**src/rtl/ocx_tlx_vcn_fifo_ctl_pkg.sv**
```systemverilog
// Shared definitions for the multi-pool TLX receive FIFO controller:
// credit-return encoding, pool-tag width helper and pointer update decode.
package ocx_tlx_vcn_fifo_ctl_pkg;

  // Each pool can return 0..3 credits per cycle.
  localparam int unsigned CRET_W = 2;

  // Tag width needed to name NUM_POOLS pools; never narrower than one bit.
  function automatic int unsigned pool_w_f(input int unsigned num_pools);
    return (num_pools <= 1) ? 1 : $clog2(num_pools);
  endfunction

  typedef enum logic [1:0] {
    PTR_HOLD     = 2'd0,
    PTR_COMMIT   = 2'd1,
    PTR_ROLLBACK = 2'd2
  } ptr_op_e;

  // Rollback has priority: a CRC error voids the commit of the same cycle.
  function automatic ptr_op_e ptr_op_f(input logic commit, input logic rollback);
    if (rollback) return PTR_ROLLBACK;
    if (commit)   return PTR_COMMIT;
    return PTR_HOLD;
  endfunction

endpackage

```
**src/rtl/ocx_tlx_vcn_fifo_ctl_credit_pool_cnt.sv**
```systemverilog
// Single saturating credit counter: level load, 0..3 returns, 1-credit consume.
module ocx_tlx_credit_pool_cnt
  import ocx_tlx_vcn_fifo_ctl_pkg::*;
#(
  parameter int unsigned CW = 7
) (
  input  logic              clk,
  input  logic              rst,
  input  logic              load,
  input  logic [CW-1:0]     init,
  input  logic [CRET_W-1:0] ret,
  input  logic              dec,
  output logic [CW-1:0]     cnt,
  output logic              sat_c
);

  localparam int unsigned SUM_W = CW + 2;
  localparam logic [SUM_W-1:0] CNT_MAX = {2'b00, {CW{1'b1}}};

  logic [CW-1:0]    cnt_q;
  logic [CW-1:0]    cnt_d;
  logic [SUM_W-1:0] sum;

  always_comb begin
    cnt_d = cnt_q;
    sat_c = 1'b0;
    sum   = SUM_W'(cnt_q) + SUM_W'(ret) - SUM_W'(dec);
    if (load) begin
      cnt_d = init;
    end else if (sum > CNT_MAX) begin
      cnt_d = CNT_MAX[CW-1:0];
      sat_c = 1'b1;
    end else begin
      cnt_d = sum[CW-1:0];
    end
  end

  always_ff @(posedge clk or posedge rst) begin
    if (rst) cnt_q <= '0;
    else     cnt_q <= cnt_d;
  end

  assign cnt = cnt_q;

endmodule

```
**src/rtl/ocx_tlx_vcn_fifo_ctl.sv**
```systemverilog
// Receive FIFO pointer controller with CRC commit/rollback speculation and
// per-pool credit gating of reads toward the TLX-to-AFU arbiter.
module ocx_tlx_vcn_fifo_ctl
  import ocx_tlx_vcn_fifo_ctl_pkg::*;
#(
  parameter int unsigned ADDR_WIDTH   = 6,
  parameter int unsigned DATA_WIDTH   = 56,
  parameter int unsigned NUM_POOLS    = 2,
  parameter int unsigned POOL_W       = 1,
  parameter int unsigned CREDIT_WIDTH = 7
) (
  input  logic                           tlx_clk,
  input  logic                           reset,
  input  logic                           fp_rcv_valid,
  input  logic [DATA_WIDTH-1:0]          fp_rcv_info,
  input  logic [POOL_W-1:0]              fp_rcv_pool,
  input  logic                           commit,
  input  logic                           rollback,
  input  logic                           credit_load,
  input  logic [NUM_POOLS*CREDIT_WIDTH-1:0] init_credit,
  input  logic [NUM_POOLS*CRET_W-1:0]    credit_return,
  input  logic [NUM_POOLS-1:0]           pool_enable,
  input  logic                           rd_stall,
  output logic                           wr_ena,
  output logic [ADDR_WIDTH-1:0]          wr_addr,
  output logic [DATA_WIDTH-1:0]          wr_data,
  output logic                           rd_ena,
  output logic [ADDR_WIDTH-1:0]          rd_addr,
  output logic [POOL_W-1:0]              rd_pool,
  output logic [ADDR_WIDTH:0]            fifo_level,
  output logic                           fifo_full,
  output logic                           overflow_err,
  output logic                           credit_err
);

  localparam int unsigned PTR_W = ADDR_WIDTH + 1;
  localparam int unsigned DEPTH = 1 << ADDR_WIDTH;

  logic [PTR_W-1:0]  wr_ptr_q,    wr_ptr_d;
  logic [PTR_W-1:0]  verif_ptr_q, verif_ptr_d;
  logic [PTR_W-1:0]  rd_ptr_q,    rd_ptr_d;
  logic [POOL_W-1:0] tag_q [DEPTH];
  logic [POOL_W-1:0] tag_d [DEPTH];
  logic              overflow_err_q, overflow_err_d;
  logic              credit_err_q,   credit_err_d;

  logic [PTR_W-1:0]        wr_ptr_inc;
  logic                    full_c;
  logic                    empty_c;
  logic                    wr_ena_c;
  logic                    rd_ena_c;
  logic                    pool_ok_c;
  logic [POOL_W-1:0]       head_tag;
  logic [NUM_POOLS-1:0]    dec_c;
  logic [NUM_POOLS-1:0]    sat_c;
  logic [CREDIT_WIDTH-1:0] credit_cnt [NUM_POOLS];
  ptr_op_e                 ptr_op;

  // Full when the wrap bits differ and the index bits match.
  assign full_c   = (wr_ptr_q[ADDR_WIDTH] != rd_ptr_q[ADDR_WIDTH]) &&
                    (wr_ptr_q[ADDR_WIDTH-1:0] == rd_ptr_q[ADDR_WIDTH-1:0]);
  assign empty_c  = (verif_ptr_q == rd_ptr_q);
  assign head_tag = tag_q[rd_ptr_q[ADDR_WIDTH-1:0]];
  assign wr_ena_c = fp_rcv_valid & ~full_c;
  assign ptr_op   = ptr_op_f(commit, rollback);

  // Head entry is readable if its pool is bypassed or holds a credit.
  always_comb begin
    pool_ok_c = 1'b1;
    for (int p = 0; p < NUM_POOLS; p++) begin
      if (head_tag == POOL_W'(p)) begin
        pool_ok_c = ~pool_enable[p] | (credit_cnt[p] != '0);
      end
    end
  end

  assign rd_ena_c = ~empty_c & ~rd_stall & ~credit_load & pool_ok_c;

  always_comb begin
    wr_ptr_inc     = wr_ptr_q + PTR_W'(wr_ena_c);
    wr_ptr_d       = wr_ptr_inc;
    verif_ptr_d    = verif_ptr_q;
    rd_ptr_d       = rd_ptr_q + PTR_W'(rd_ena_c);
    tag_d          = tag_q;
    overflow_err_d = overflow_err_q | (fp_rcv_valid & full_c);
    credit_err_d   = credit_err_q | (|sat_c);
    if (wr_ena_c) tag_d[wr_ptr_q[ADDR_WIDTH-1:0]] = fp_rcv_pool;
    case (ptr_op)
      PTR_ROLLBACK: wr_ptr_d    = verif_ptr_q;
      PTR_COMMIT:   verif_ptr_d = wr_ptr_inc;
      default:      ;
    endcase
  end

  always_ff @(posedge tlx_clk or posedge reset) begin
    if (reset) begin
      wr_ptr_q       <= '0;
      verif_ptr_q    <= '0;
      rd_ptr_q       <= '0;
      overflow_err_q <= 1'b0;
      credit_err_q   <= 1'b0;
      for (int i = 0; i < DEPTH; i++) tag_q[i] <= '0;
    end else begin
      wr_ptr_q       <= wr_ptr_d;
      verif_ptr_q    <= verif_ptr_d;
      rd_ptr_q       <= rd_ptr_d;
      overflow_err_q <= overflow_err_d;
      credit_err_q   <= credit_err_d;
      tag_q          <= tag_d;
    end
  end

  // Only credit-checked pools are charged for a read.
  always_comb begin
    dec_c = '0;
    for (int p = 0; p < NUM_POOLS; p++) begin
      dec_c[p] = rd_ena_c & (head_tag == POOL_W'(p)) & pool_enable[p];
    end
  end

  for (genvar p = 0; p < NUM_POOLS; p++) begin : g_pool
    ocx_tlx_credit_pool_cnt #(
      .CW (CREDIT_WIDTH)
    ) u_cnt (
      .clk   (tlx_clk),
      .rst   (reset),
      .load  (credit_load),
      .init  (init_credit[p*CREDIT_WIDTH +: CREDIT_WIDTH]),
      .ret   (credit_return[p*CRET_W +: CRET_W]),
      .dec   (dec_c[p]),
      .cnt   (credit_cnt[p]),
      .sat_c (sat_c[p])
    );
  end

  assign wr_ena       = wr_ena_c;
  assign wr_addr      = wr_ptr_q[ADDR_WIDTH-1:0];
  assign wr_data      = fp_rcv_info;
  assign rd_ena       = rd_ena_c;
  assign rd_addr      = rd_ptr_q[ADDR_WIDTH-1:0];
  assign rd_pool      = head_tag;
  assign fifo_level   = wr_ptr_q - rd_ptr_q;
  assign fifo_full    = full_c;
  assign overflow_err = overflow_err_q;
  assign credit_err   = credit_err_q;

endmodule
```
**config.mk**
```make
export PLATFORM = sky130hd
export DESIGN_NAME = ocx_tlx_vcn_fifo_ctl
export DESIGN_NICKNAME = d
export VERILOG_FILES = /design/src/rtl/ocx_tlx_vcn_fifo_ctl_pkg.sv /design/src/rtl/ocx_tlx_vcn_fifo_ctl_credit_pool_cnt.sv /design/src/rtl/ocx_tlx_vcn_fifo_ctl.sv
export SDC_FILE = /design/constraint.sdc
export NUM_CORES = 1
export LEC_CHECK = 0
export BUFFER_PORTS_ARGS = -buffer_cell sky130_fd_sc_hd__buf_2
export CORE_ASPECT_RATIO = 1.75
export CORE_UTILIZATION = 45
export DETAILED_ROUTE_END_ITERATION = 8
export GPL_TIMING_DRIVEN = 0
export PLACE_DENSITY = 0.72
export SLEW_MARGIN = 20
export SYNTH_ARGS = -nofsm -noshare
export SYNTH_HDL_FRONTEND = slang
export SYNTH_SLANG_ARGS = --single-unit
```
**constraint.sdc**
```tcl
create_clock -name tlx_clk -period 3.1 [get_ports tlx_clk]
set_input_delay 0.155 -clock tlx_clk [delete_from_list [all_inputs] [get_ports tlx_clk]]
set_output_delay 0.155 -clock tlx_clk [all_outputs]
set_load 0.1 [all_outputs]
```
---- Yosys cells after proc, flatten, opt, wreduce, memory -nomap -nowiden ----
Cells that the tools add are included.
Widths: inputs -> output; s select.
cells by class
  add/subtract/negate cells ............... 7
  multipliers ............................. 0
  div/mod/pow operators ................... 0
  $lt $le $gt $ge ......................... 5
  eq/ne operators ......................... 5
  shifts and indexed selects .............. 0
  muxes and demuxes ....................... 23
  bitwise logic cells ..................... 22
  reductions and logical operators ........ 5
operators with widths
  operator            count
  $bwmux 64           1
  $mux 7              5
  $gt 9x7->1 const B  2
  $sub 9x1->9         2
  $add 7x2->8         2
  $add 7x1->7         2
  $ge 7x7->1 const B  2
  $not 6->7           2
  $reduce_bool 7->1   2
  $mux 1              11
  $and 1x1->1         9
  $mux 2              4
  $eq 7x7->1          1
  $lt 7x1->1 const B  1
  $not 1->1           7
  $sub 7x7->7         1
  $bmux 1 s6          1
  $demux 1 s6         1
  $eq 6x6->1          1
  $or 1x1->1          4
  $eq 2x1->1 const B  1
  $eq 2x2->1 const B  1
  $logic_and 1x1->1   2
  $reduce_or 2->1     1
  $ne 1x1->1          1
storage, ports and cells
  flip-flop bits (word level) ............. 101
  bits in latches ......................... 0
  bits in writable memories ............... 0
  ROM bits ................................ 0
  input port bits ......................... 84
  output and inout port bits .............. 81
  logic and storage cells ................. 138
  memories ................................ 0

---- Longest topological paths before layout ----
  depth after elaboration ................. 14
  mapped depth ............................ 18
  mapped depth without buffers ............ 16

---- Modules after synthesis ----
Synthesis repeated with hierarchy kept, for this count alone.
unflattened totals
  cells, all modules ...................... 639
  area total of the unflattened synthesis .. 6735.2 µm²
modules (own cells, without submodules)
  module                   instances  cells an instance  area each (µm²)
  ocx_tlx_vcn_fifo_ctl     1          475                5248.8
  ocx_tlx_credit_pool_cnt  2          82                 743.2

---- Least setup slack after synthesis ----
OpenSTA, ideal clock, no wires.
  kind .................................... register -> register
  from .................................... register rd_ptr_q[0]
  to ...................................... register rd_ptr_q[6]
  setup time .............................. 124 ps
  arrival time ............................ 5806 ps
  required time ........................... 2976 ps
  path slack .............................. -2830 ps
  stages on the path, launching flop included .. 14
  clock period less this slack ............ 5930 ps
  cell sequence ........................... dfrtp_1 > buf_6 > mux4_1 > mux2_2 > nand3_2 > o221ai_2 > a22oi_2 > inv_2 > a311oi_1 > ha_1 > ha_1 > nand3_1 > or3_1 > xnor2_1
between the ends
  word-level cells in the longest chain between the ends .. 7
  elaborated cells on any way between the ends .. 11
RTL lines
  what                                       line                         RTL
  from (decl)                                ocx_tlx_vcn_fifo_ctl.sv:41   logic [PTR_W-1:0] rd_ptr_q, rd_ptr_d;
  from (signal assigned)                     ocx_tlx_vcn_fifo_ctl.sv:106  rd_ptr_q <= rd_ptr_d;
  $not 6->7 (not written as such)            ocx_tlx_vcn_fifo_ctl.sv:63   assign head_tag = tag_q[rd_ptr_q[ADDR_WIDTH-1:0]];
  $bmux 1 s6                                 ocx_tlx_vcn_fifo_ctl.sv:63
  $mux 1 (not written as such) (2 in a row)  ocx_tlx_vcn_fifo_ctl.sv:63
  via rd_pool                                ocx_tlx_vcn_fifo_ctl.sv:29   output logic [POOL_W-1:0] rd_pool,
  $mux 1                                     ocx_tlx_vcn_fifo_ctl.sv:71   if (head_tag == POOL_W'(p)) begin
  $and 1x1->1                                ocx_tlx_vcn_fifo_ctl.sv:77   assign rd_ena_c = ~empty_c & ~rd_stall & ~credit_load & pool_ok_c;
  via rd_ena                                 ocx_tlx_vcn_fifo_ctl.sv:27   output logic rd_ena,
  $add 7x1->7                                ocx_tlx_vcn_fifo_ctl.sv:83   rd_ptr_d = rd_ptr_q + PTR_W'(rd_ena_c);
  via rd_ptr_d[6]                            ocx_tlx_vcn_fifo_ctl.sv:41
The timed path passes the listed nets, and every way through them passes these cells. The select of a mux whose other input is x is not followed.
A chain may end at the register's enable or synchronous reset.

---- Final worst setup path ----
  from .................................... register rd_ptr_q[0]
  to ...................................... register rd_ptr_q[6]
between the ends
  word-level cells in the longest chain between the ends .. 7
  elaborated cells on any way between the ends .. 11
RTL lines
  what                                       line
  $not 6->7 (not written as such)            ocx_tlx_vcn_fifo_ctl.sv:63
  $bmux 1 s6                                 ocx_tlx_vcn_fifo_ctl.sv:63
  $mux 1 (not written as such) (2 in a row)  ocx_tlx_vcn_fifo_ctl.sv:63
  $mux 1                                     ocx_tlx_vcn_fifo_ctl.sv:71
  $and 1x1->1                                ocx_tlx_vcn_fifo_ctl.sv:77
  $add 7x1->7 *                              ocx_tlx_vcn_fifo_ctl.sv:83
  via rd_ptr_d[6]                            ocx_tlx_vcn_fifo_ctl.sv:41
The timed path passes the listed nets; every way through them passes the cells marked *. The select of a mux whose other input is x is not followed.

==> run_results.csv <==
group,metric,value,unit
grt,grt_pass1_wl,27000,um
grt,antenna_found_initial,0,
place,placed_cells,922,
sta,max_slew_margin,0.330,
sta,final_max_slew_viol_count,0,
die,io_pins,165,
sta,tns,-8.17,ns
synthesis,yosysTopAreaCellShare,0.389,
synthesis,synthesis.area,0.00650,mm2
clock_network,cts_tree,"yes",
clock_network,htreeDepth,3,
synthesis,yosysMostFrequentCell,"dfrtp_1",
sta,period_minus_slack,3.65,ns
grt,first_global_vias,5375,
grt,grt_use_met1,0.233,
drt,route.detailed.wl_per_inst,17.7,um
clock_network,cts_buffers,9,
run,max_cap_viol_count,0,
synthesis,synth_cell_types,63,
synthesis,synth_top_flop_cell,"dfrtp_1",
die,die_w,92.9,um
clock_network,clk_pin_slew,0.07,ns
critical_path,crit_fanout,4,
critical_path,cp-start-kind,"flip-flop",
cells_and_area,finalNonFillerCells,966,
clock_network,clk_latency,0.35,ns
synthesis,synth-seq-area-share,0.389,
place,place.gp.congestion,0.932,
synthesis,syn_inst,638,
status,violations,"negative setup slack",
place,hpwl,12400,um
cells_and_area,fin_nets,889,
critical_path,end_kind,"flip-flop",
grt,busiest_layer,"met2",
synthesis,synth_edf_count,0,
grt,use_met2,0.457,
grt,gr-usage-all-layers,0.235,
synthesis,synth_top_cells_by_count,"dfrtp_1, nor2_1, mux2_2",
sta,setup_ws,-0.547,ns
drt,drc,0,
drt,vias,5214,
pwr,powerDensity,1110,mW/mm2
place,port_buffers,106,
cells_and_area,drive_above_1_share,0.480,
sta,post-route-period-util,1.18,
critical_path,worstPathRequired,3.33,ns
synthesis,synth_area_per_cell,10.2,um2
critical_path,crit_arrival,3.88,ns
pwr,vdd_ir_drop_max,0.000939,V
die,die_h,161,um
drt,ant_nets,0,
critical_path,crit_type,"flip-flop to flip-flop",
drt,first_pass_iters,4,
clock_network,cts.sinks,101,
grt,met3_usage,0.0339,
cells_and_area,n_antenna_cell,0,
grt,grt_overflow,0,
die,placementRows,57,
synthesis,syn-num-nets,743,
sta,finalClockSkew,0.0134,ns
die,core,0.0140,mm2
synthesis,synth_top_cell_by_area,"dfrtp_1",
drt,drt-total-wl,17100,um
pwr,total_power,0.00923,W
synthesis,ys_async_sr_fraction,1.00,
synthesis,synth_area_leaders,"dfrtp_1, mux2_2, buf_4",
sta,worstMarginPinSlew,0.994,ns
sta,rsz0062_at_grt,"true",
sta,fmaxAchievable,274,MHz
clock_network,cts_buffer_depth,2,
clock_network,root_buffer,"clkbuf_16",
status,outcome,"complete, but fails checks",
die,initial_core_util,0.465,
worst_hold_path,hold_class,"input pin to flip-flop",
drt,viasPerCell,5.40,
sta,setup_violations,21,
die,die_area,0.0150,mm2
synthesis,ys_warn_count,0,
cells_and_area,areaGrowthSynthToFinish,28.0,%
synthesis,ys_ff_latch,101,
sta,hold_violations,0,
drt,drt_iter0_markers,235,
grt,grt_max_degree,76,
pwr,leakage,3.88,nW
[worst max-delay path, stage by stage, from the launching register on]
cell      delay [ns]
dfrtp_2         0.40
buf_12          0.13
buf_12          0.10
mux4_2          0.53
a22oi_2         0.19
and3_1          0.20
a31oi_2         0.06
a22oi_2         0.26
bufinv_8        0.23
buf_6           0.11
a311oi_4        0.31
ha_4            0.22
ha_4            0.15
nand3_4         0.08
or3_4           0.39
xnor2_2         0.14
[cell usage in the layout, fill, tap and decap left out, drive strengths merged, types with 4 or more instances in the layout]
cell / Yosys / layout
xor2: 12 / 12
nand2: 20 / 20
mux4: 13 / 13
xnor2: 24 / 24
nor2: 78 / 78
nor2b: 6 / 6
clkbuf: 23 / 34
a21o: 4 / 4
mux2: 74 / 74
and3: 4 / 4
ha: 18 / 18
nand2b: 9 / 9
buf: 79 / 212
o21ai: 9 / 9
a31oi: 6 / 6
nor3b: 6 / 6
nand4: 5 / 5
inv: 41 / 41
nand3: 14 / 14
dfrtp: 101 / 101
a21oi: 21 / 21
nor3: 11 / 11
mux2i: 8 / 8
[final cells by class]
class | count | area [um2]
plain buffers | 102 | 696
clock buffers | 10 | 239
clock inverters | 6 | 93.8
fillers | 1195 | 5650
inverters | 42 | 178
multi-input cells | 393 | 3520
flip-flops and latches | 101 | 2530
well taps | 177 | 221
repair buffers | 135 | 851
[stage by stage]
stage | util | hold slack [ns] | area (um2) | setup WS [ns]
2_1_floorplan | - | 0.272 | 6620 | -0.956
4_1_cts | 0.587 | 0.0204 | 8200 | -0.532
6_report | 0.596 | 0.0241 | 8320 | -0.547
5_1_grt | 0.596 | 0.0182 | 8320 | -0.670
3_5_place_dp | 0.530 | 0.139 | 7410 | -0.768
3_3_place_gp | 0.527 | 0.376 | 7370 | -1.02
[kinds of logic (layout without fill, tap and decap cells)]
logic type               after synthesis  in the layout  share of synthesized area
flip-flops                           101            101                      0.389
adder cells (fa/ha/maj)               21             21                     0.0439
multiplexers                          95             95                      0.188
AND/OR/NAND/NOR                      175            175                      0.136
XOR/XNOR                              36             36                     0.0485
buffers and inverters                144            295                      0.126
AO/OA/AOI/OAI                         66             66                     0.0698
[power breakdown]
group / total [W] / internal [W] / switching, W
clock network: 0.00126 / 0.000736 / 0.000520
registers: 0.00202 / 0.00172 / 0.000297
logic: 0.00595 / 0.00193 / 0.00402
total: 0.00923 / 0.00439 / 0.00483
[worst paths after layout]
path	from	endpoint	slack [ns]	cells past startpoint
min in group asynchronous	reset	verif_ptr_q[1]$_DFFE_PP0N_	0.31	3
hold reg to reg	overflow_err$_DFF_PP0_	overflow_err$_DFF_PP0_	0.46	1
max in group asynchronous	reset	tag_q[8]$_DFFE_PP0P_	2.14	4
hold / removal	fp_rcv_valid	overflow_err$_DFF_PP0_	0.02	2
setup / recovery	rd_ptr_q[0]$_DFF_PP0_	rd_ptr_q[6]$_DFF_PP0_	-0.55	15
setup reg to reg	rd_ptr_q[0]$_DFF_PP0_	rd_ptr_q[6]$_DFF_PP0_	-0.55	15
[state kept, by name, indices dropped and copies added (netlist names)]
| signal | flops |
|---|---|
| tag_q | 64 |
| g_pool.u_cnt.cnt | 14 |
| verif_ptr_q | 7 |
| wr_ptr_q | 7 |
| rd_ptr_q | 7 |
| credit_err | 1 |
| overflow_err | 1 |
[per-layer routing]
| layer | vias up | share of wire |
|---|---|---|
| met5 | - | 0 |
| met4 | 0 | 0.040 |
| met3 | 52 | 0.050 |
| met2 | 226 | 0.57 |
| met1 | 2529 | 0.34 |
| li1 | 2407 | - |
[repair_timing]
| action | 4_1_cts | 5_1_grt |
|---|---|---|
| resized for setup | 54 | 25 |
| hold endpoints to repair | 26 | 0 |
| endpoints found under the setup margin | 76 | 62 |
| buffers inserted | 27 | 3 |
| hold buffers | 1 | 0 |
| pin swaps | 30 | 21 |
No activity file was read; power rests on OpenSTA's default activity.
